File: config.mk
export PLATFORM = sky130hd
export DESIGN_NAME = fpu_issue
export DESIGN_NICKNAME = d
export VERILOG_FILES = /design/src/rtl/fpu_pkg.sv /design/src/rtl/fpu_wb_shifter.sv /design/src/rtl/fpu_issue.sv
export SDC_FILE = /design/constraint.sdc
export NUM_CORES = 1
export LEC_CHECK = 0
export ABC_AREA = 1
export CORE_ASPECT_RATIO = 1.1
export CORE_MARGIN = 2
export CORE_UTILIZATION = 46
export DETAILED_ROUTE_END_ITERATION = 8
export GPL_ROUTABILITY_DRIVEN = 0
export PLACE_DENSITY = 0.74
export SLEW_MARGIN = 20
export SYNTH_ARGS = -nofsm -noshare
export SYNTH_HDL_FRONTEND = slang
export SYNTH_SLANG_ARGS = --single-unit
File: constraint.sdc
create_clock -name clk -period 4.8 [get_ports clk]
set_input_delay 1.44 -clock clk [delete_from_list [all_inputs] [get_ports clk]]
set_output_delay 1.44 -clock clk [all_outputs]
set_load 0.1 [all_outputs]
File: src/rtl/fpu_pkg.sv
// fpu_pkg: shared latency defaults, FP opcodes and writeback slot type
package fpu_pkg;
  localparam int LOAD_LAT_D = 2;
  localparam int ADSB_LAT_D = 3;
  localparam int MULT_LAT_D = 2;
  localparam int CVRT_LAT_D = 1;
  localparam int MAX_LAT_D = 4;
  localparam logic [6:0] OPC_OP_FP = 7'b1010011;
  localparam logic [6:0] OPC_LOAD_FP = 7'b0000111;
  typedef struct packed {
    logic valid;
    logic [4:0] rd;
    logic to_int;
  } slot_t;
endpackage

File: src/rtl/fpu_wb_shifter.sv
// fpu_wb_shifter: writeback reservation shifter, slot 1 is the current writeback
module fpu_wb_shifter
  import fpu_pkg::*;
#(
  parameter int MAX_LAT = 4,
  parameter int LW = $clog2(MAX_LAT + 1)
) (
  input  logic clk,
  input  logic rst,
  input  logic clear,
  input  logic ins_valid,
  input  logic [LW-1:0] ins_lat,
  input  slot_t ins_slot,
  input  logic [LW-1:0] query_lat,
  output logic query_occ,
  output slot_t head,
  output logic busy
);
  slot_t s [1:MAX_LAT];
  slot_t shifted [1:MAX_LAT];
  // contents each slot would hold after this cycle's shift, before insertion
  always_comb begin
    for (int k = 1; k < MAX_LAT; k++) shifted[k] = s[k+1];
    shifted[MAX_LAT] = '0;
  end
  // any reservation outstanding, including the one on the writeback port
  always_comb begin
    busy = 1'b0;
    for (int k = 1; k <= MAX_LAT; k++) busy = busy | s[k].valid;
  end
  assign query_occ = shifted[query_lat].valid;
  assign head = s[1];
  // shift every cycle; a new reservation lands at its latency slot
  always_ff @(posedge clk) begin
    if (rst || clear) begin
      for (int k = 1; k <= MAX_LAT; k++) s[k] <= '0;
    end else begin
      for (int k = 1; k <= MAX_LAT; k++) s[k] <= shifted[k];
      if (ins_valid) s[ins_lat] <= ins_slot;
    end
  end
endmodule

File: src/rtl/fpu_issue.sv
// fpu_issue: in-order FP issue with RAW/WAW stalls and single writeback port scheduling
module fpu_issue
  import fpu_pkg::*;
#(
  parameter int LOAD_LAT = LOAD_LAT_D,
  parameter int ADSB_LAT = ADSB_LAT_D,
  parameter int MULT_LAT = MULT_LAT_D,
  parameter int CVRT_LAT = CVRT_LAT_D,
  parameter int MAX_LAT = MAX_LAT_D
) (
  input  logic clk,
  input  logic rst,
  input  logic in_valid,
  output logic in_ready,
  input  logic reg_write,
  input  logic is_load,
  input  logic is_adsb,
  input  logic is_mult,
  input  logic is_cvrt,
  input  logic is_ftoi,
  input  logic use_rs1,
  input  logic use_rs2,
  input  logic [4:0] rs1,
  input  logic [4:0] rs2,
  input  logic [4:0] rd,
  input  logic flush,
  output logic issue_load,
  output logic issue_adsb,
  output logic issue_mult,
  output logic issue_cvrt,
  output logic wb_valid,
  output logic [4:0] wb_rd,
  output logic wb_to_int,
  output logic busy
);
  localparam int LW = $clog2(MAX_LAT + 1);
  logic [31:0] pending;
  logic [31:0] clr_mask;
  logic [31:0] set_mask;
  logic [LW-1:0] lat;
  logic fp_wr;
  logic occ;
  logic fire;
  slot_t head;
  assign lat = is_load ? LW'(LOAD_LAT) : is_adsb ? LW'(ADSB_LAT) : is_mult ? LW'(MULT_LAT) : LW'(CVRT_LAT);
  assign fp_wr = reg_write & ~is_ftoi;
  assign in_ready = ~(rst | flush | (use_rs1 & pending[rs1]) | (use_rs2 & pending[rs2]) | (fp_wr & pending[rd]) | (reg_write & occ));
  assign fire = in_valid & in_ready;
  assign issue_load = fire & is_load;
  assign issue_adsb = fire & ~is_load & is_adsb;
  assign issue_mult = fire & ~is_load & ~is_adsb & is_mult;
  assign issue_cvrt = fire & ~is_load & ~is_adsb & ~is_mult & (is_cvrt | reg_write);
  assign wb_valid = head.valid;
  assign wb_rd = head.rd;
  assign wb_to_int = head.to_int;
  assign clr_mask = (head.valid & ~head.to_int) ? 32'd1 << head.rd : 32'd0;
  assign set_mask = (fire & fp_wr) ? 32'd1 << rd : 32'd0;
  fpu_wb_shifter #(.MAX_LAT(MAX_LAT), .LW(LW)) u_shifter (
    .clk(clk),
    .rst(rst),
    .clear(flush),
    .ins_valid(fire & reg_write),
    .ins_lat(lat),
    .ins_slot('{valid: 1'b1, rd: rd, to_int: is_ftoi}),
    .query_lat(lat),
    .query_occ(occ),
    .head(head),
    .busy(busy)
  );
  // pending FP destinations: set at issue, cleared once the writeback cycle has passed
  always_ff @(posedge clk) begin
    if (rst || flush) pending <= '0;
    else pending <= (pending & ~clr_mask) | set_mask;
  end
endmodule

# ---- Word level (Yosys, flattened, before mapping)
# Memory sizes are Yosys's and may differ from the RTL's.
# Index checks and enable logic that the tools add are counted.
dict set report word_totals {
  input_bits 27
  regBits 32
  memories 1
  out_inout_bits 13
  mem_bits_rw 28
  word_cells 72
}
# name words width read_ports rd_clocked_by_memory_dff wr line_no
set memory_table {}
lappend memory_table {u_shifter.s 4 7 4 0 5 fpu_wb_shifter.sv:19} ;# slot_t s [1:MAX_LAT];
dict set report op_classes {
  n_reduce_logical 1
  shift 2
  n_lt_le_gt_ge 4
  bitwise_logic 39
  muxes 24
}
# op n
set op_table {}
lappend op_table {{32-bit two-way mux} 2}
lappend op_table {{1-bit by 5-bit << shifter with 32-bit output (first input constant)} 2}
lappend op_table {{7-bit two-way mux} 6}
lappend op_table {{32-bit AND} 1}
lappend op_table {{32-bit NOT} 1}
lappend op_table {{32-bit OR} 1}
lappend op_table {{7-bit binary-select mux with 3-bit select} 1}
lappend op_table {{5-bit by 6-bit less-than comparator with 1-bit output (second input constant)} 3}
lappend op_table {{1-bit AND} 16}
lappend op_table {{1-bit binary-select mux with 5-bit select} 3}
lappend op_table {{1-bit OR} 13}
lappend op_table {{1-bit two-way mux} 9}
lappend op_table {{2-bit two-way mux} 3}
lappend op_table {{1-bit NOT} 6}
lappend op_table {{4-bit greater-or-equal comparator (second input constant)} 1}
lappend op_table {{2-bit NOT with 4-bit output} 1}
lappend op_table {{1-bit logical OR} 1}

# ---- Logic depth before layout (Yosys ltp)
# Gate-level depths: netlist (run 1).
dict set report depth {
  depth_word 15
  ltp_mapped 15
  mapped_depth_nobuf 13
}

# ---- By module
# A second synthesis (run 1) with hierarchy kept.
dict set report unflattened {
  cells_unflattened 665
  hier_area_um2 4026.4
}
# module n_inst cells_per_inst area_per_inst_um2 seq_area_each_um2
set by_module_without_submodules {}
lappend by_module_without_submodules {fpu_issue 1 486 2785.2 640.6}
lappend by_module_without_submodules {fpu_wb_shifter 1 179 1241.2 560.5}

# ---- Least setup slack after synthesis (run 1)
# OpenSTA, ideal clock, no wires.
dict set report synth_timing {
  path_type {input to output}
  start {input port rs2[0]}
  end {output port issue_adsb}
  t_arrival_ps 3927
  path_slack_ps -567
  n_path_buf 2
  stages 13
  t_required_ps 3360
  cell_sequence {buf_4 buf_4 nand2_1 nand3_1 nand3_1 nand2_1 nand2_1 nand3_1 nand3_1 nand2_2 nor3_4 inv_1 nor2_1}
}
dict set report synth_via {
  elab_chain_len 10
}
# item line_no
set synth_rtl {}
lappend synth_rtl {{from (decl)} fpu_issue.sv:24} ;# input logic [4:0] rs2,
lappend synth_rtl {{1-bit binary-select mux with 5-bit select} fpu_issue.sv:47} ;# assign in_ready = ~(rst | flush | (use_rs1 & pending[rs1]) | (use_rs2 & pending[rs2]) | (fp_wr & pending[rd]) ...
lappend synth_rtl {{1-bit two-way mux (implied by the code)} fpu_issue.sv:47}
lappend synth_rtl {{1-bit AND} fpu_issue.sv:47}
lappend synth_rtl {{1-bit OR (3 in series)} fpu_issue.sv:47}
lappend synth_rtl {{1-bit NOT} fpu_issue.sv:47}
lappend synth_rtl {{1-bit AND} fpu_issue.sv:48} ;# assign fire = in_valid & in_ready;
lappend synth_rtl {{1-bit AND (2 in series)} fpu_issue.sv:50} ;# assign issue_adsb = fire & ~is_load & is_adsb;
lappend synth_rtl {{to (decl)} fpu_issue.sv:28} ;# output logic issue_adsb,
# No other way between the ends. The select of a mux whose other input is x is not followed.

# ---- Final worst setup path (run 1)
dict set report layout_timing {
  start {input port rd[3]}
  end {output port issue_mult}
}
dict set report layout_via {
  elab_chain_len 10
}
# item line_no
set layout_rtl {}
lappend layout_rtl {{from (decl)} fpu_issue.sv:25} ;# input logic [4:0] rd,
lappend layout_rtl {{1-bit binary-select mux with 5-bit select} fpu_issue.sv:47}
lappend layout_rtl {{1-bit two-way mux (implied by the code)} fpu_issue.sv:47}
lappend layout_rtl {{1-bit AND} fpu_issue.sv:47}
lappend layout_rtl {{1-bit OR (2 in series)} fpu_issue.sv:47}
lappend layout_rtl {{1-bit NOT} fpu_issue.sv:47}
lappend layout_rtl {{1-bit AND} fpu_issue.sv:48}
lappend layout_rtl {{1-bit AND (3 in series)} fpu_issue.sv:51} ;# assign issue_mult = fire & ~is_load & ~is_adsb & is_mult;
lappend layout_rtl {{to (decl)} fpu_issue.sv:29} ;# output logic issue_mult,
# No other way between the ends. The select of a mux whose other input is x is not followed.

==> results of run 1 <==
stage by stage:
step | std cells | worst slack (ps) | instance area (um2) | TNS (ps) | hold slack (ps)
finish | 736 | 115 | 4350 | 0 | 513
global route | 736 | 7.32 | 4350 | 0 | 541
CTS | 735 | 11.3 | 4320 | 0 | 514
detailed placement | 727 | -280 | 4220 | -850 | 501
global placement | 727 | -238 | 4220 | -692 | 489
floorplan | 588 | -78.5 | 3620 | -260 | 465
logic make-up after synthesis:
family / after synthesis
AO/OA/AOI/OAI: 72
flip-flops: 53
buffers and inverters: 91
AND/OR/NAND/NOR: 372
layout make-up:
type / instances / area (um2)
tap: 105 / 131
fill: 724 / 3130
sequential: 53 / 1060
timing repair buffer: 78 / 748
inverter: 48 / 193
multi-input combinational: 444 / 2130
clock buffer: 8 / 80.1
power by group through the flow:
stage | logic [uW] | clock network, uW | registers [uW]
2_1_floorplan | 108 | 0 | 454
3_3_place_gp | 173 | 0 | 452
3_5_place_dp | 175 | 0 | 452
4_1_cts | 176 | 243 | 442
5_1_grt | 194 | 255 | 442
6_report | 183 | 239 | 442
per-layer routing:
metal,vias to the layer above,global-route usage [%]
li1,2067,-
met1,1933,33.4
met2,247,47.0
met3,37,3.74
met4,0,12.2
met5,-,0
cell usage in the layout (no fill, tap or decap), types with 4 or more instances in the layout:
cell type	instances
inv_2	5
buf_4	32
buf_6	7
nand4_1	63
nor2_2	4
nand2_1	155
a21oi_1	36
inv_1	37
clkbuf_8	5
dfxtp_1	53
dlymetal6s2s_1	4
o21ai_0	35
clkdlybuf4s50_1	25
nor4_1	4
nor2_1	53
buf_12	5
nand3_1	79
sequential cells by signal, indices dropped and copies added, names as in the netlist:
name / cells
pending: 32
u_shifter.s: 21
worst reg2reg max path, cell delays in order, from the launching register on:
cell and delay (ps):
dfxtp_1 390, nand2_1 100, nand3_1 60, nand3_1 90, nand2_1 80, nand2_1 60, nand3_1 90, nand3_2 110
nand2_2 90, buf_4 160, nor2_8 130, buf_4 350, nand4_2 270, nand2_1 150, nand2_1 60
timing repair:
action	4_1_cts	5_1_grt
endpoints found under the setup margin	5	4
gates cloned	0	1
gates resized for setup	12	25
pin swaps	2	3
how the worst max path moves through the flow:
stage                      end  slack (ps)  cells after the start
floorplan           issue_mult         -80                     14
global placement    issue_mult        -240                     14
detailed placement  issue_mult        -280                     14
CTS                 issue_mult          10                     13
global route        issue_mult           7                     10
finish              issue_mult         120                     10
==> results.md, run 1 <==
* Reported max-cap violation count at 0
* Startpoint of the lowest-slack register-to-register path: pending[20]
* Largest family of logic cells by synthesized area: simple AND/OR/NAND/NOR gates
* Final core occ at 58.1%
* Worst Tran Pin Value at 972 ps
* Count of buffers inserted at the top-level ports at 39
* Overall overflow remaining after global route at 0
* Clock-pin slew on the worst setup and hold paths at 80 ps
* Worst setup skew after layout at 6.69 ps
* Warnings, synthesis at 0
* Logic pwr share at 21.2%
* Library cell with the largest summed area after synthesis: dfxtp_1
* Dominant cell type by count on the critical path: nand3_1
* Initial drt markers at 379
* Pwr Total at 863 uW
* Chip Width at 88.0 um
* Die Footprint at 8480 um2
* Clk Latency, worst-skew pair at 300 ps
* Data required time at the worst endpoint at 3360 ps
* Number of buffers added by the clock tree synthesis step at 5
* Min-Delay Endpoint: u_shifter.s[2][4]
* Length of routed met3 wiring at 1.05 mm
* Count of vias placed by the detailed router at 4284
* Number of flops mapped to enable cells by yosys at 0
* Standard-cell rows at 33
* Element type at the critical path end: output port
* Area share of the largest cell type after synthesis at 29.7%
* Worst hold path startpoint: u_shifter.s[3][4]
* Shortest clock period the worst path allows after layout at 4680 ps
* Cell with the biggest individual delay on the critical path: clkdlybuf4s50_1
* Mean instance size in the synthesized netlist at 6.07 um2
* Highest fanout seen on the critical path at 16
* Worst path arrival time at 3240 ps
* Ys flop type: dfxtp_1
* Mux cell area share after synthesis at 0%
* Longest Clk Path Bufs at 2
* Detailed Place HPWL at 8.39 mm
* Post-CTS Setup Repair Bufs at 0
* Number of ports placed on the die boundary at 40
* Number of endpoints with negative hold slack in the final report at 0
* Area share of xor/xnor cells in the synthesized design at 0%
* FF-to-FF End: u_shifter.s[2][5]
* Count of mapped cells out of synthesis at 588
* Worst path cell trace: clkdlybuf4s50_1 -> buf_4 -> nand3_1 -> nand3_1 -> nand3_1 -> nand2_4 -> nor3_4 -> inv_2 -> nor3_4 -> buf_12
* Number of nets in the finished design at 657
* Fin. max-slew vios at 0
* Switching part of the total at 29.3%
* Setup crit start: rd[3]
* Final critical-path share of the clock period at 97.6%
* Proportion of layout cells with a drive suffix above 1 at 12.5%
* FF-to-FF setup slack at 2500 ps
* Result of the run: finished clean
* Min-delay worst type: reg2reg
* IR Drop Worst-Case VDD at 165 uV
* Buffers & Inverters on Critical Path at 4
* Final routed wirelength across all metal layers at 11.8 mm
* Number of synthesized register bits at 53
* Diode insertion count for antenna repair at 0
* Max Freq at 213 MHz
* Starting density of the core at 47.7%
* Power Density at 199 nW/um2
* Via count of the first global-routing pass at 3812
* Number of distinct library cell variants in the gate-level netlist after synthesis at 26
* Clock tree from TritonCTS: built
* Initial antenna violation count at 0
* Final setup violation count at 0
* Standard cell core area at 7470 um2
* Total Routing Usage GR at 27.1%
* Via/cell ratio at 5.82
* Slowest cell delay on critical path at 430 ps
* Top cell types by occurrence after synthesis: 157 x nand2_1, 81 x nand3_1, 63 x nand4_1
* Layout area overhead at 21.8%
* Simple-gate portion of the synthesized area at 48.6%
* Clock net sink count at 53
* Number of hold buffers added after CTS at 0
* Met2 wire length at 5.73 mm
* Vertical die dimension at 96.4 um
* Nets in the synthesized netlist at 615
* Static leakage power at 0.00168 uW
* Uppermost layer routed: met4
* Compound-cell area share of the yosys netlist at 10.1%
* RSZ-0062 raised after global routing: false
* Post-synthesis cell area at 3570 um2
* Hold Path Cell Cnt at 4
* Internal power at 610 uW
* Buffer cell driving the clock tree root: clkbuf_8
* Length in cells of the worst reg-to-reg path at 14
* Antenna Nets Post-Route at 0
* Largest cells by area after synthesis: dfxtp_1 30%, nand2_1 17%, nand3_1 11%
* Synthesized-area fraction occupied by adder cells at 0%
* Clock power frac at 27.6%
* First-pass GRT wire length at 18.0 mm
* CTS H-Tree Depth at 2
* Startpoint type of the worst setup path: input pin
* DRT met1 WL at 4.63 mm
* Fraction of power consumed by sequential logic at 51.2%
* Pin count of the biggest net entering global routing at 47
* Kind of cell with the highest combined delay on the critical path: buffers and inverters
* Share of flip-flops with an asynchronous set or reset at 0%
* Drt first pass iters at 7
* Sw Pwr at 253 uW
* Sequential fraction of the synthesis area at 29.7%
* Most frequent cell after synthesis: nand2_1
* Slew HR at 35.0%
* Startpoint-to-endpoint class of the critical path: in2out
* # DRC at 0
* Wire length per cell after detailed routing at 16.0 um
Power figures use the tool's default switching activity.
==> run 2, diff against run 1 <==
--- a/config.mk
+++ b/config.mk
@@ -12,6 +12,7 @@
 export DETAILED_ROUTE_END_ITERATION = 8
 export GPL_ROUTABILITY_DRIVEN = 0
 export PLACE_DENSITY = 0.74
+export SKIP_LAST_GASP = 1
 export SLEW_MARGIN = 20
 export SYNTH_ARGS = -nofsm -noshare
 export SYNTH_HDL_FRONTEND = slang
==> results of run 2 <==
The final DEF is identical to that of run 1; final timing and power are the same.
==> run 3, diff against run 2 <==
--- a/config.mk
+++ b/config.mk
@@ -5,13 +5,12 @@
 export SDC_FILE = /design/constraint.sdc
 export NUM_CORES = 1
 export LEC_CHECK = 0
-export ABC_AREA = 1
 export CORE_ASPECT_RATIO = 1.1
 export CORE_MARGIN = 2
 export CORE_UTILIZATION = 46
 export DETAILED_ROUTE_END_ITERATION = 8
 export GPL_ROUTABILITY_DRIVEN = 0
-export PLACE_DENSITY = 0.74
+export PLACE_DENSITY = 0.75
 export SKIP_LAST_GASP = 1
 export SLEW_MARGIN = 20
 export SYNTH_ARGS = -nofsm -noshare
==> results.md, run 3 <==
* Clock net sink count at 53 (unchanged)
* Clock tree from TritonCTS: built (unchanged)
* CTS H-Tree Depth at 2 (unchanged)
* Compound-cell area share of the yosys netlist at 19.7% (was 10.1%)
* Min-delay worst type: reg2reg (unchanged)
* Commonest cells after routing, fill and taps aside: 53 x dfxtp_1, 43 x buf_4, 32 x nand2_1, 32 x o31ai_1, 26 x clkdlybuf4s50_1 (was 155 x nand2_1, 79 x nand3_1, 63 x nand4_1, 53 x nor2_1, 53 x dfxtp_1)
* Largest family of logic cells by synthesized area: multiplexers (was simple AND/OR/NAND/NOR gates)
* Non-filler instance count after layout at 450 (was 736)
* Final setup violation count at 5 (was 0)
* Count of vias placed by the detailed router at 2888 (was 4284)
* Registers with the most flip-flops: pending: 32 flops, u_shifter.s: 21 flops (unchanged)
* Worst path arrival time at 3650 ps (was 3240 ps)
* Library cell with the largest summed area after synthesis: dfxtp_1 (unchanged)
* Standard-cell rows at 31 (was 33)
* Synthesized-area fraction occupied by adder cells at 0% (unchanged)
* Element type at the critical path end: output port (unchanged)
* Fin. max-slew vios at 0 (unchanged)
* Drt first pass iters at 5 (was 7)
* Antenna Nets Post-Route at 0 (unchanged)
* Shortest clock period the worst path allows after layout at 5090 ps (was 4680 ps)
* Final routed wirelength across all metal layers at 8.80 mm (was 11.8 mm)
* Worst setup skew after layout at 12.5 ps (was 6.69 ps)
* Final critical-path share of the clock period at 106% (was 97.6%)
* Via/cell ratio at 6.42 (was 5.82)
* Proportion of layout cells with a drive suffix above 1 at 28.0% (was 12.5%)
* # DRC at 0 (unchanged)
* Layout area overhead at 30.0% (was 21.8%)
* Longest Clk Path Bufs at 2 (unchanged)
* Overall overflow remaining after global route at 0 (unchanged)
* Most frequent cell after synthesis: dfxtp_1 (was nand2_1)
* Final-layout worst hold slack at 451 ps (was 513 ps)
* Largest cells by area after synthesis: dfxtp_1 35%, mux4_2 14%, o31ai_1 7.9% (was dfxtp_1 30%, nand2_1 17%, nand3_1 11%)
* Number of cells in the design after placement at 442 (was 727)
* Slew HR at 35.2% (was 35.0%)
* Worst Tran Pin Value at 969 ps (was 972 ps)
* Commonest non-fill, non-tap cell in the layout: dfxtp_1 (was nand2_1)
* Standard cell core area at 6520 um2 (was 7470 um2)
* Result of the run: finished with violations (was finished clean)
* Cell area after layout at 3970 um2 (was 4350 um2)
* Number of hold buffers added after CTS at 0 (unchanged)
* Number of nets in the finished design at 394 (was 657)
* Nets in the synthesized netlist at 324 (was 615)
* Failing checks: negative setup slack
* Diode insertion count for antenna repair at 0 (unchanged)
* Highest fanout seen on the critical path at 5 (was 16)
* Number of distinct library cell variants in the gate-level netlist after synthesis at 40 (was 26)
* Ys flop type: dfxtp_1 (unchanged)
* Area share of xor/xnor cells in the synthesized design at 0% (unchanged)
* Number of flops mapped to enable cells by yosys at 0 (unchanged)
* Share of flip-flops with an asynchronous set or reset at 0% (unchanged)
* Number of synthesized register bits at 53 (unchanged)
* Number of buffers added by the clock tree synthesis step at 5 (unchanged)
* Warnings, synthesis at 0 (unchanged)
* Worst Slack Setup Final at -292 ps (was 115 ps)
* Sequential fraction of the synthesis area at 34.7% (was 29.7%)
* Area share of the largest cell type after synthesis at 34.7% (was 29.7%)
* Die Footprint at 7310 um2 (was 8480 um2)
* Starting density of the core at 46.9% (was 47.7%)
* Count of mapped cells out of synthesis at 297 (was 588)
* Via count of the first global-routing pass at 2952 (was 3812)
* Vertical die dimension at 89.5 um (was 96.4 um)
* Number of ports placed on the die boundary at 40 (unchanged)
* Initial drt markers at 324 (was 379)
* Simple-gate portion of the synthesized area at 15.2% (was 48.6%)
* Max Freq at 196 MHz (was 213 MHz)
* Power Density at 226 nW/um2 (was 199 nW/um2)
* Total Routing Usage GR at 25.4% (was 27.1%)
* Wire length per cell after detailed routing at 19.6 um (was 16.0 um)
* Startpoint-to-endpoint class of the critical path: in2out (unchanged)
* Post-synthesis cell area at 3060 um2 (was 3570 um2)
* Static leakage power at 0.00145 uW (was 0.00168 uW)
* Count of buffers inserted at the top-level ports at 39 (unchanged)
* Initial antenna violation count at 0 (unchanged)
* Detailed Place HPWL at 6.78 mm (was 8.39 mm)
* Chip Width at 81.7 um (was 88.0 um)
* IR Drop Worst-Case VDD at 158 uV (was 165 uV)
* Clk Latency, worst-skew pair at 310 ps (was 300 ps)
* Buffer cell driving the clock tree root: clkbuf_8 (unchanged)
* Register with the most flip-flops: pending (unchanged)
* Number of flip-flops in the largest register at 32 (unchanged)
* Mean instance size in the synthesized netlist at 10.3 um2 (was 6.07 um2)
* Data required time at the worst endpoint at 3360 ps (about the same)
* Mux cell area share after synthesis at 24.9% (was 0%)
* Pin count of the biggest net entering global routing at 33 (was 47)
* Clock-pin slew on the worst setup and hold paths at 90 ps (was 80 ps)
* Reported max-cap violation count at 0 (unchanged)
* First-pass GRT wire length at 14.0 mm (was 18.0 mm)
* Top cell types by occurrence after synthesis: 53 x dfxtp_1, 32 x nand2_1, 32 x o31ai_1 (was 157 x nand2_1, 81 x nand3_1, 63 x nand4_1)
* Startpoint type of the worst setup path: input pin (unchanged)
* RSZ-0062 raised after global routing: true (was false)
* Number of endpoints with negative hold slack in the final report at 0 (unchanged)
* Cell area after placement at 3840 um2 (was 4220 um2)
run 3: changes by cell type in the layout (fill, tap and decap cells not counted), sizes merged, moves of 8 or more:
| cell | previous run | this run |
|---|---|---|
| a21oi | 36 | 3 |
| inv | 46 | 7 |
| mux2i | 0 | 22 |
| mux4 | 0 | 22 |
| nand2 | 159 | 33 |
| nand3 | 82 | 6 |
| nand4 | 65 | 4 |
| nor2 | 58 | 10 |
| o211ai | 0 | 25 |
| o21ai | 36 | 3 |
| o311ai | 0 | 8 |
| o31ai | 0 | 32 |
run 3: final cells by class:
type,instances,area [um2]
well taps,82,103
repair buffers,84,776
flip-flops and latches,53,1060
clock inverters,1,30.0
inverters,8,33.8
multi-input cells,215,1880
fillers,571,2540
clock buffers,7,86.3
run 3: logic make-up (layout without fill, tap and decap cells):
family | after synthesis | count (layout)
multiplexers | 47 | 47
flip-flops | 53 | 53
AO/OA/AOI/OAI | 80 | 80
buffers and inverters | 29 | 100
AND/OR/NAND/NOR | 88 | 88
run 3: layer usage:
metal / track usage (%) / wire [um]
met2: 44.2 / 4420
met1: 30.3 / 3470
met5: 0 / 0
met4: 10.9 / 272
met3: 5.25 / 632
run 3: power by group:
group          internal (uW)  switching [uW]
logic                   66.2            77.6
registers                440           0.681
clock network            170             143
total                    677             221
run 3: through the flow:
| stage | total power (uW) | utilization (%) | TNS [ps] | setup slack (ps) |
|---|---|---|---|---|
| floorplan | 528 | - | -1920 | -797 |
| global placement | 591 | 58.9 | -3680 | -788 |
| detailed placement | 593 | 58.9 | -3730 | -783 |
| CTS | 898 | 60.9 | -1700 | -362 |
| global route | 924 | 60.9 | -1640 | -357 |
| finish | 897 | 60.9 | -1290 | -292 |
run 3: path summary, 6_finish.rpt:
kind                                        start                 to  slack (ps)  cells past startpoint
worst max-delay path                       rs2[0]         issue_mult        -290                      9
worst min register to register  u_shifter.s[2][0]  u_shifter.s[1][0]         450                      2
worst max register to register        pending[22]  u_shifter.s[2][2]        2110                      8
worst min-delay path            u_shifter.s[2][0]  u_shifter.s[1][0]         450                      2
run 3: repair_timing:
item | CTS | global route
buffers inserted | 0 | 1
pin swaps | 5 | 4
endpoints found under the setup margin | 5 | 5
resized for setup | 18 | 14
gates cloned | 0 | 0
run 3: critical path: stages:
cell,delay (ps)
buf_12,90
mux4_2,480
mux4_2,490
nor2_2,130
a31oi_2,60
a32oi_2,300
nand2_4,110
nor4b_4,330
buf_12,210
